[src/rtl/axil_reg_slave.sv]
// AXI4-Lite register-bank responder with independent AW/W buffers and B/R response generation.
// Optional non-secure access filtering: define AXIL_REG_SLAVE_SECURE_CHECK_EN.
module axil_reg_slave #(
  parameter int unsigned N_REGS                          = 8,
  parameter int unsigned DATA_WIDTH                      = 32,
  parameter int unsigned ADDR_WIDTH                      = 32,
  parameter logic [N_REGS*DATA_WIDTH-1:0] RESET_VAL_FLAT = '0,
  parameter logic [N_REGS-1:0] SECURE_REGS               = '0
) (
  input  logic                         aclk,
  input  logic                         aresetn,
  input  logic [ADDR_WIDTH-1:0]        awaddr_i,
  input  logic [2:0]                   awprot_i,
  input  logic                         awvalid_i,
  output logic                         awready_o,
  input  logic [DATA_WIDTH-1:0]        wdata_i,
  input  logic [DATA_WIDTH/8-1:0]      wstrb_i,
  input  logic                         wvalid_i,
  output logic                         wready_o,
  output logic [1:0]                   bresp_o,
  output logic                         bvalid_o,
  input  logic                         bready_i,
  input  logic [ADDR_WIDTH-1:0]        araddr_i,
  input  logic [2:0]                   arprot_i,
  input  logic                         arvalid_i,
  output logic                         arready_o,
  output logic [DATA_WIDTH-1:0]        rdata_o,
  output logic [1:0]                   rresp_o,
  output logic                         rvalid_o,
  input  logic                         rready_i,
  output logic [N_REGS*DATA_WIDTH-1:0] reg_o,
  output logic [N_REGS-1:0]            wr_pulse_o
);

  localparam int unsigned STRB_W   = DATA_WIDTH / 8;
  localparam int unsigned ADDR_LSB = $clog2(STRB_W);
  localparam int unsigned IDX_W    = (N_REGS > 1) ? $clog2(N_REGS) : 1;
  localparam logic [1:0]  RESP_OKAY   = 2'b00;
  localparam logic [1:0]  RESP_SLVERR = 2'b10;

  logic                  live_q;
  logic                  aw_full_q, aw_full_d;
  logic [IDX_W-1:0]      aw_idx_q, aw_idx_d;
  logic                  w_full_q, w_full_d;
  logic [DATA_WIDTH-1:0] wdata_q, wdata_d;
  logic [STRB_W-1:0]     wstrb_q, wstrb_d;
  logic                  bvalid_q, bvalid_d;
  logic [1:0]            bresp_q, bresp_d;
  logic                  rvalid_q, rvalid_d;
  logic [DATA_WIDTH-1:0] rdata_q, rdata_d;
  logic [1:0]            rresp_q, rresp_d;
  logic [N_REGS-1:0]     pulse_q, pulse_d;
  logic [DATA_WIDTH-1:0] regs_q [N_REGS];
  logic [DATA_WIDTH-1:0] regs_d [N_REGS];

  logic             aw_hs, w_hs, ar_hs, commit;
  logic [IDX_W-1:0] aw_idx_in, ar_idx;
  logic             aw_ok, ar_ok;
  logic             unused_inputs;

  assign aw_idx_in = awaddr_i[ADDR_LSB +: IDX_W];
  assign ar_idx    = araddr_i[ADDR_LSB +: IDX_W];

  // Ready outputs stay low until the first clock edge after reset release.
  assign awready_o = live_q && !aw_full_q;
  assign wready_o  = live_q && !w_full_q;
  assign arready_o = live_q && (!rvalid_q || rready_i);

  assign aw_hs  = awvalid_i && awready_o;
  assign w_hs   = wvalid_i && wready_o;
  assign ar_hs  = arvalid_i && arready_o;
  assign commit = aw_full_q && w_full_q && (!bvalid_q || bready_i);

`ifdef AXIL_REG_SLAVE_SECURE_CHECK_EN
  logic aw_ns_q, aw_ns_d;

  assign aw_ok = (32'(aw_idx_q) < N_REGS) && !(aw_ns_q && SECURE_REGS[aw_idx_q]);
  assign ar_ok = (32'(ar_idx) < N_REGS) && !(arprot_i[1] && SECURE_REGS[ar_idx]);
  assign aw_ns_d = aw_hs ? awprot_i[1] : aw_ns_q;

  always_ff @(posedge aclk or negedge aresetn) begin
    if (!aresetn) aw_ns_q <= 1'b0;
    else          aw_ns_q <= aw_ns_d;
  end

  assign unused_inputs = ^{awaddr_i, araddr_i, awprot_i[2], awprot_i[0], arprot_i[2], arprot_i[0]};
`else
  assign aw_ok = 32'(aw_idx_q) < N_REGS;
  assign ar_ok = 32'(ar_idx) < N_REGS;
  assign unused_inputs = ^{awaddr_i, araddr_i, awprot_i, arprot_i};
`endif

  always_comb begin
    aw_full_d = aw_full_q;
    aw_idx_d  = aw_idx_q;
    w_full_d  = w_full_q;
    wdata_d   = wdata_q;
    wstrb_d   = wstrb_q;
    bresp_d   = bresp_q;
    rdata_d   = rdata_q;
    rresp_d   = rresp_q;
    regs_d    = regs_q;
    pulse_d   = '0;
    bvalid_d  = bvalid_q && !bready_i;
    rvalid_d  = rvalid_q && !rready_i;

    // Handshakes only happen into empty buffers and commit only drains full ones, so order is free.
    if (commit) begin
      aw_full_d = 1'b0;
      w_full_d  = 1'b0;
      bvalid_d  = 1'b1;
      bresp_d   = aw_ok ? RESP_OKAY : RESP_SLVERR;
      if (aw_ok) begin
        pulse_d[aw_idx_q] = 1'b1;
        for (int unsigned k = 0; k < STRB_W; k++) begin
          if (wstrb_q[k]) regs_d[aw_idx_q][8*k +: 8] = wdata_q[8*k +: 8];
        end
      end
    end
    if (aw_hs) begin
      aw_full_d = 1'b1;
      aw_idx_d  = aw_idx_in;
    end
    if (w_hs) begin
      w_full_d = 1'b1;
      wdata_d  = wdata_i;
      wstrb_d  = wstrb_i;
    end

    // Reads sample regs_q, so a read colliding with a commit sees the old value.
    if (ar_hs) begin
      rvalid_d = 1'b1;
      rdata_d  = ar_ok ? regs_q[ar_idx] : '0;
      rresp_d  = ar_ok ? RESP_OKAY : RESP_SLVERR;
    end
  end

  always_ff @(posedge aclk or negedge aresetn) begin
    if (!aresetn) begin
      live_q    <= 1'b0;
      aw_full_q <= 1'b0;
      aw_idx_q  <= '0;
      w_full_q  <= 1'b0;
      wdata_q   <= '0;
      wstrb_q   <= '0;
      bvalid_q  <= 1'b0;
      bresp_q   <= '0;
      rvalid_q  <= 1'b0;
      rdata_q   <= '0;
      rresp_q   <= '0;
      pulse_q   <= '0;
      for (int unsigned i = 0; i < N_REGS; i++) begin
        regs_q[i] <= RESET_VAL_FLAT[i*DATA_WIDTH +: DATA_WIDTH];
      end
    end else begin
      live_q    <= 1'b1;
      aw_full_q <= aw_full_d;
      aw_idx_q  <= aw_idx_d;
      w_full_q  <= w_full_d;
      wdata_q   <= wdata_d;
      wstrb_q   <= wstrb_d;
      bvalid_q  <= bvalid_d;
      bresp_q   <= bresp_d;
      rvalid_q  <= rvalid_d;
      rdata_q   <= rdata_d;
      rresp_q   <= rresp_d;
      pulse_q   <= pulse_d;
      regs_q    <= regs_d;
    end
  end

  assign bvalid_o   = bvalid_q;
  assign bresp_o    = bresp_q;
  assign rvalid_o   = rvalid_q;
  assign rdata_o    = rdata_q;
  assign rresp_o    = rresp_q;
  assign wr_pulse_o = pulse_q;

  for (genvar g = 0; g < N_REGS; g++) begin : g_reg_out
    assign reg_o[g*DATA_WIDTH +: DATA_WIDTH] = regs_q[g];
  end

endmodule

[config.mk]
export PLATFORM = sky130hd
export DESIGN_NAME = axil_reg_slave
export DESIGN_NICKNAME = d
export VERILOG_FILES = /design/src/rtl/axil_reg_slave.sv
export SDC_FILE = /design/constraint.sdc
export NUM_CORES = 1
export LEC_CHECK = 0
export ABC_AREA = 1
export BUFFER_PORTS_ARGS = -buffer_cell sky130_fd_sc_hd__buf_2
export CORE_MARGIN = 2
export CORE_UTILIZATION = 57
export DETAILED_ROUTE_END_ITERATION = 10
export GPL_ROUTABILITY_DRIVEN = 0
export HOLD_SLACK_MARGIN = 0.08
export PLACE_DENSITY = 0.93
export SYNTH_ARGS = -nofsm -noshare
export SYNTH_HDL_FRONTEND = slang
export SYNTH_SLANG_ARGS = --single-unit
[constraint.sdc]
create_clock -name aclk -period 3.4 [get_ports aclk]
set_input_delay 0.68 -clock aclk [delete_from_list [all_inputs] [get_ports aclk]]
set_output_delay 0.68 -clock aclk [all_outputs]
set_load 0.01 [all_outputs]
==> results of run 1 <==
-- state kept, by name, indices dropped and copies added (netlist names) --
name	cells
rvalid_o	1
aw_full_q	1
reg_o	256
aw_idx_q	3
rdata_o	32
bvalid_o	1
wr_pulse_o	8
live_q	1
wstrb_q	4
w_full_q	1
wdata_q	32
-- worst register-to-register path: cells and delay by family (launching register included) --
kind	cells	cell delay, ns
AND/OR/NAND/NOR	5	1.04
buffers and inverters	3	0.75
flip-flops	1	0.38
-- power by group through the flow --
| stage | sequential (mW) | combinational [mW] | clock, mW |
|---|---|---|---|
| after global placement | 6.81 | 5.73 | 0 |
| after detailed placement | 6.92 | 6.00 | 0 |
| after global routing | 7.10 | 6.76 | 4.16 |
| final | 6.95 | 6.12 | 3.97 |
| after floorplan | 7.33 | 2.86 | 0 |
| after CTS | 6.88 | 6.08 | 3.99 |
-- through the flow --
stage / util (%) / setup WS (ns) / cells
floorplan: - / 1.71 / 1923
global placement: 64.3 / 1.02 / 2530
detailed placement: 64.3 / 0.912 / 2530
CTS: 68.7 / 1.25 / 2591
global route: 68.7 / 1.12 / 2592
finish: 68.7 / 1.17 / 2595
-- cells in the mapped netlist --
cell / n / share of area (%)
a21oi_1: 38 / 1.2
buf_1: 17 / 0.41
buf_2: 21 / 0.68
buf_4: 5 / 0.24
buf_6: 33 / 2.4
clkbuf_1: 23 / 0.56
conb_1: 2 / 0.048
dfrtp_1: 340 / 55
inv_1: 243 / 5.9
inv_2: 2 / 0.048
mux2_2: 1 / 0.072
nand2_1: 677 / 16
nand2_2: 8 / 0.32
nand3_1: 196 / 6.3
nand3_4: 1 / 0.11
nor2_1: 43 / 1.0
nor2_2: 2 / 0.081
nor2_4: 11 / 0.80
o21ai_0: 193 / 6.2
o21ai_1: 48 / 1.5
o21ai_2: 16 / 0.90
-- worst max path at each step --
stage                        start           to  slack [ns]
after floorplan           bready_i   reg_o[221]        1.71
after global placement    rready_i  rdata_o[18]        1.02
after detailed placement  bready_i    reg_o[20]        0.91
after CTS                 bvalid_o   reg_o[194]        1.25
after global routing      bvalid_o   reg_o[180]        1.12
final                     rvalid_o   rdata_o[0]        1.17
-- final cells by class --
cell class | count | area (µm²)
antenna | 4 | 10.0
clock buffer | 53 | 1070
clock inverter | 8 | 119
fill | 1975 | 8410
inverter | 245 | 922
multi-input combinational | 1239 | 5460
sequential | 340 | 8510
tap | 341 | 427
timing repair buffer | 365 | 1950
-- layout by cell type (no fill, tap or decap), types with 9 or more instances in the layout --
cell type	count
o21ai_0	193
inv_1	242
nand3_1	196
buf_4	11
nand2_2	9
nand2_1	675
dfrtp_1	340
o21ai_2	16
buf_2	347
nor2_1	43
nor2_4	11
o21ai_1	48
clkbuf_16	37
a21oi_1	38
-- metal layers --
layer  share of wire, %  vias to the layer above  GRT usage [%]
met5              0.082                        -              0
met4                6.1                        6           19.9
met3                 12                      242           8.56
met2                 46                     1059           55.2
met1                 36                     7016           43.2
li1                   -                     6601              -
-- kinds of logic (layout without fill, tap and decap cells) --
kind of cell / count (synthesis) / in the layout / share of synthesized area [%]
flops: 340 / 340 / 54.8
other cells: 2 / 9 / 0.0483
mux: 1 / 1 / 0.0725
compound gates: 295 / 295 / 9.89
buf+inv: 344 / 671 / 10.2
simple gates: 938 / 938 / 25.0
==> results.toml, run 1 <==
[outcome]
outcome = "finished, final reports clean"

[worst_setup_path]
worstReg2RegStart = "rvalid_o"
crit_chain = "inv_1 -> nor2_1 -> nor2_1 -> nand2_2 -> inv_1 -> buf_4 -> nand3_1 -> nand2_1"
cp_num_buf_inv = 3
setup.worst_path.start_class = "flop"
r2r-end = "rdata_o[0]"
worst_setup_path_end_kind = "flop"
cp.depth = 8
slowest_stage = "buf_4"
critPathRequiredTime_ns = 3.84
crit_type = "reg2reg"
max_stage_delay_ns = 0.50
rrSetupSlack_ns = 1.17
worstPathArrival_ns = 2.67
critPathTopFamily = "simple AND/OR/NAND/NOR gates"
cp_max_fo = 32
r2r_cells = 8

[pwr]
p_clk_share_pct = 23.3
p_int_mw = 10.2
p_leak_nw = 10.2
power_density_nw_per_um2 = 923
p_sw_mw = 6.89
power_mw = 17.1
power_frac_seq_pct = 40.8
irDropWorstVdd_v = 0.000597
swShare_pct = 40.4
pwr-share-comb_pct = 35.9

[clocking]
cts_made_buffers = 36
post_cts_buffers = 0
clk_latency_ns = 0.50
cts.sinks = 340
clk_pin_slew_ns = 0.06
htreeDepth = 2
cts_tree = "done"
postCtsHoldBufs = 0
cts_buffer_depth = 3
root_buffer = "clkbuf_16"
cts_resized = 0

[drt]
drt_wl_total_um = 50200
viasPerCell = 5.75
first_pass_iters = 6
antenna_left = 0
vias = 14900
wl_per_cell_um = 19.3
drc_errors = 0
drt_iter0_markers = 1790

[timing]
finClkSkew_ns = 0.0139
tightestPinTransition_ns = 0.949
slew_violations = 0
setup_violations = 0
period_share_pct = 65.6
setup_tns_ns = 0
min_period_ns = 2.23
worst_hold_slack_ns = 0.207
rsz0062_at_grt = "false"
fmax_ghz = 0.448
slew_headroom_pct = 36.7
hold_viol = 0

[yosys]
synth_cell_types = 21
ys.warnings.count = 0
syn_inst = 1920
synth-seq-area-share_pct = 54.8
synth-seq-cells = 340
syn_avg_cell_area_um2 = 8.09
mappedNetlistArea_um2 = 15500

[place]
placed_area_um2 = 17300
io_buffers = 349
hpwl_um = 32600

[finish]
fin_area_um2 = 18500
nNetsFinal = 2340
area_growth_pct = 18.9
layout-drive-gt1-share_pct = 20.5

[floorplanning]
fp.dieH_um = 169
die_w_um = 169
ios = 418
rows = 60
die_area_um2 = 28600
initial_core_util_pct = 57.8
coreArea_um2 = 26900

[job]
max_cap_violations = 0

[global_routing]
grt_max_degree = 129
track_usage_pct = 34.6
grt_antenna_before_repair = 6
grt_overflow = 0
grt_pass1_wl_um = 77400
grt_pass1_vias = 14400

[worst_hold_path]
hp-class = "in2async"
Power figures use the tool's default switching activity.
==> run 2: changes to the inputs <==
CORE_UTILIZATION = 48   (was 57)
PLACE_DENSITY = 0.84   (was 0.93)
clock period = 1.9 ns   (was 3.4 ns; I/O delays follow)
==> run 2 against run 1 <==
  * Sequential power increased by 78%
  * Clock power grew 74%
  * Core utilization decreased by 9.2 points
  * Worst setup slack got worse by 1.1 ns
  * Cell count is 3.8% higher
  * Hold slack lost 0.098 ns
  * Via count decreased by 2.3%
  * Global-route usage fell by 5.3 points
  * Wire length down 0.41%
  * Sequential share of layout area shrank 0.99 points
==> results.toml, run 2 (synthesis results as in run 1) <==
[outcome]
outcome = "finished, final reports clean"

[timing]
period_share_pct = 97.4
tightestPinTransition_ns = 0.519
setup_violations = 0
setup_tns_ns = 0
finClkSkew_ns = 0.0123
min_period_ns = 1.85
hold_viol = 0
rsz0062_at_grt = "false"
fmax_ghz = 0.541
slew_headroom_pct = 65.4
slew_violations = 0

[worst_setup_path]
crit_chain = "nor2_1 -> buf_2"
worst_setup_path_end_kind = "output pin"
setup.worst_path.start_class = "flop"
critPathTopFamily = "flip-flops"
worstPathArrival_ns = 1.47
slowest_stage = "dfrtp_1"
critPathRequiredTime_ns = 1.52
cp_max_fo = 4
max_stage_delay_ns = 0.45
crit_type = "reg2out"
cp_num_buf_inv = 1

[clocking]
cts_buffer_depth = 3
htreeDepth = 2
cts_made_buffers = 36
cts_tree = "done"
clk_latency_ns = 0.51
post_cts_buffers = 0
root_buffer = "clkbuf_16"
cts.sinks = 340
clk_pin_slew_ns = 0.06

[floorplanning]
die_area_um2 = 33800
fp.dieH_um = 184
coreArea_um2 = 31700
rows = 65
die_w_um = 184
initial_core_util_pct = 49.0
ios = 418

[pwr]
swShare_pct = 40.0
pwr-share-comb_pct = 36.1
power_frac_seq_pct = 41.2
p_clk_share_pct = 22.8
p_leak_nw = 10.4
p_sw_mw = 12.1
power_mw = 30.2
irDropWorstVdd_v = 0.000823
p_int_mw = 18.1
power_density_nw_per_um2 = 1600

[finish]
mostFrequentLayoutCell = "nand2_1"
area_growth_pct = 21.5
fill_cells = 2701
fin_area_um2 = 18900
layout_common_cells = "nand2_1 (672), buf_2 (347), dfrtp_1 (340)"
largest_reg_flops = 256
nNetsFinal = 2377
layout-drive-gt1-share_pct = 21.8
utilization_pct = 59.5

[drt]
viasPerCell = 5.41
wl_per_cell_um = 18.6
drt_iter0_markers = 1323
first_pass_iters = 6
vias = 14600
drc_errors = 0
antenna_left = 0
drt_wl_total_um = 50000

[global_routing]
busiest_layer = "met2"
use_met1_pct = 36.6
grt_pass1_vias = 14100
grt_overflow = 0
grt_max_degree = 71
grt_pass1_wl_um = 76900
track_usage_pct = 29.3
use_met3_pct = 7.81
met2_usage_pct = 47.1
grt_antenna_before_repair = 7

[place]
hpwl_um = 34500
io_buffers = 349
placed_area_um2 = 17700

[worst_hold_path]
hp-class = "in2reg"

[job]
max_cap_violations = 0
[run 2: cell types whose count changed in the layout (fill, tap and decap cells not counted), moves of 2 or more]
| cell | before | now |
|---|---|---|
| buf_4 | 11 | 40 |
| buf_12 | 6 | 12 |
| nand2_1 | 675 | 672 |
| nand2_2 | 9 | 12 |
| clkbuf_1 | 8 | 10 |
| dlygate4sd3_1 | 0 | 2 |
[run 2: cell type report]
| type | instances | area [µm²] | area share [%] |
|---|---|---|---|
| antenna | 5 | 12.5 | 0.0663 |
| clock buffer | 54 | 1060 | 5.61 |
| clock inverter | 7 | 85.1 | 0.451 |
| inverter | 245 | 922 | 4.88 |
| multi-input combinational | 1239 | 5470 | 29.0 |
| sequential | 340 | 8510 | 45.1 |
| tap | 402 | 503 | 2.66 |
| timing repair buffer | 402 | 2310 | 12.2 |
[run 2: power groups by stage]
stage | registers, mW | logic (mW) | clock network, mW
4_1_cts | 12.4 | 10.9 | 6.99
3_3_place_gp | 12.3 | 10.4 | 0
5_1_grt | 12.7 | 12.2 | 7.34
6_report | 12.4 | 10.9 | 6.89
2_1_floorplan | 13.1 | 5.12 | 0
3_5_place_dp | 12.4 | 10.8 | 0
[run 2: what timing repair did]
| item | in CTS | in global routing |
|---|---|---|
| hold buffers | 2 | 0 |
| resized for setup | 0 | 4 |
| endpoints found under the setup margin | 0 | 9 |
| endpoints found under the hold margin | 51 | 0 |
[run 2: worst register-to-register path, stage by stage (launching register included)]
cell and delay (ns):
dfrtp_1 0.37, nand2_1 0.13, nand3_4 0.24, buf_4 0.27
nor2_4 0.10, nand2_2 0.24, nand2_1 0.16, o21ai_1 0.07
[run 2: final timing paths]
path | start | endpoint | slack (ns) | cells after the start
max | w_full_q | wready_o | 0.05 | 2
min | wstrb_i[3] | wstrb_q[3] | 0.11 | 2
max reg2reg | bvalid_o | reg_o[92] | 0.18 | 7
min reg2reg | rdata_o[5] | rdata_o[5] | 0.48 | 2
max in group asynchronous | aresetn | reg_o[214] | 0.71 | 3
min in group asynchronous | aresetn | reg_o[40] | 0.43 | 2
[run 2: metrics by stage]
stage                     hold WS [ns]  std cells  setup slack, ns
final                            0.109       2694           0.0502
after CTS                       0.0885       2689           0.0332
after global placement           0.367       2626           0.0613
after floorplan                 0.0844       1923            0.488
after global routing            0.0864       2691           0.0173
after detailed placement         0.370       2626          0.00452
[run 2: per-layer routing]
layer / part of all wire, % / vias up / wire length (µm)
li1: - / 6678 / -
met1: 38 / 6862 / 18800
met4: 4.9 / 4 / 2470
met2: 46 / 873 / 23200
met5: 0.054 / - / 27
met3: 11 / 164 / 5510
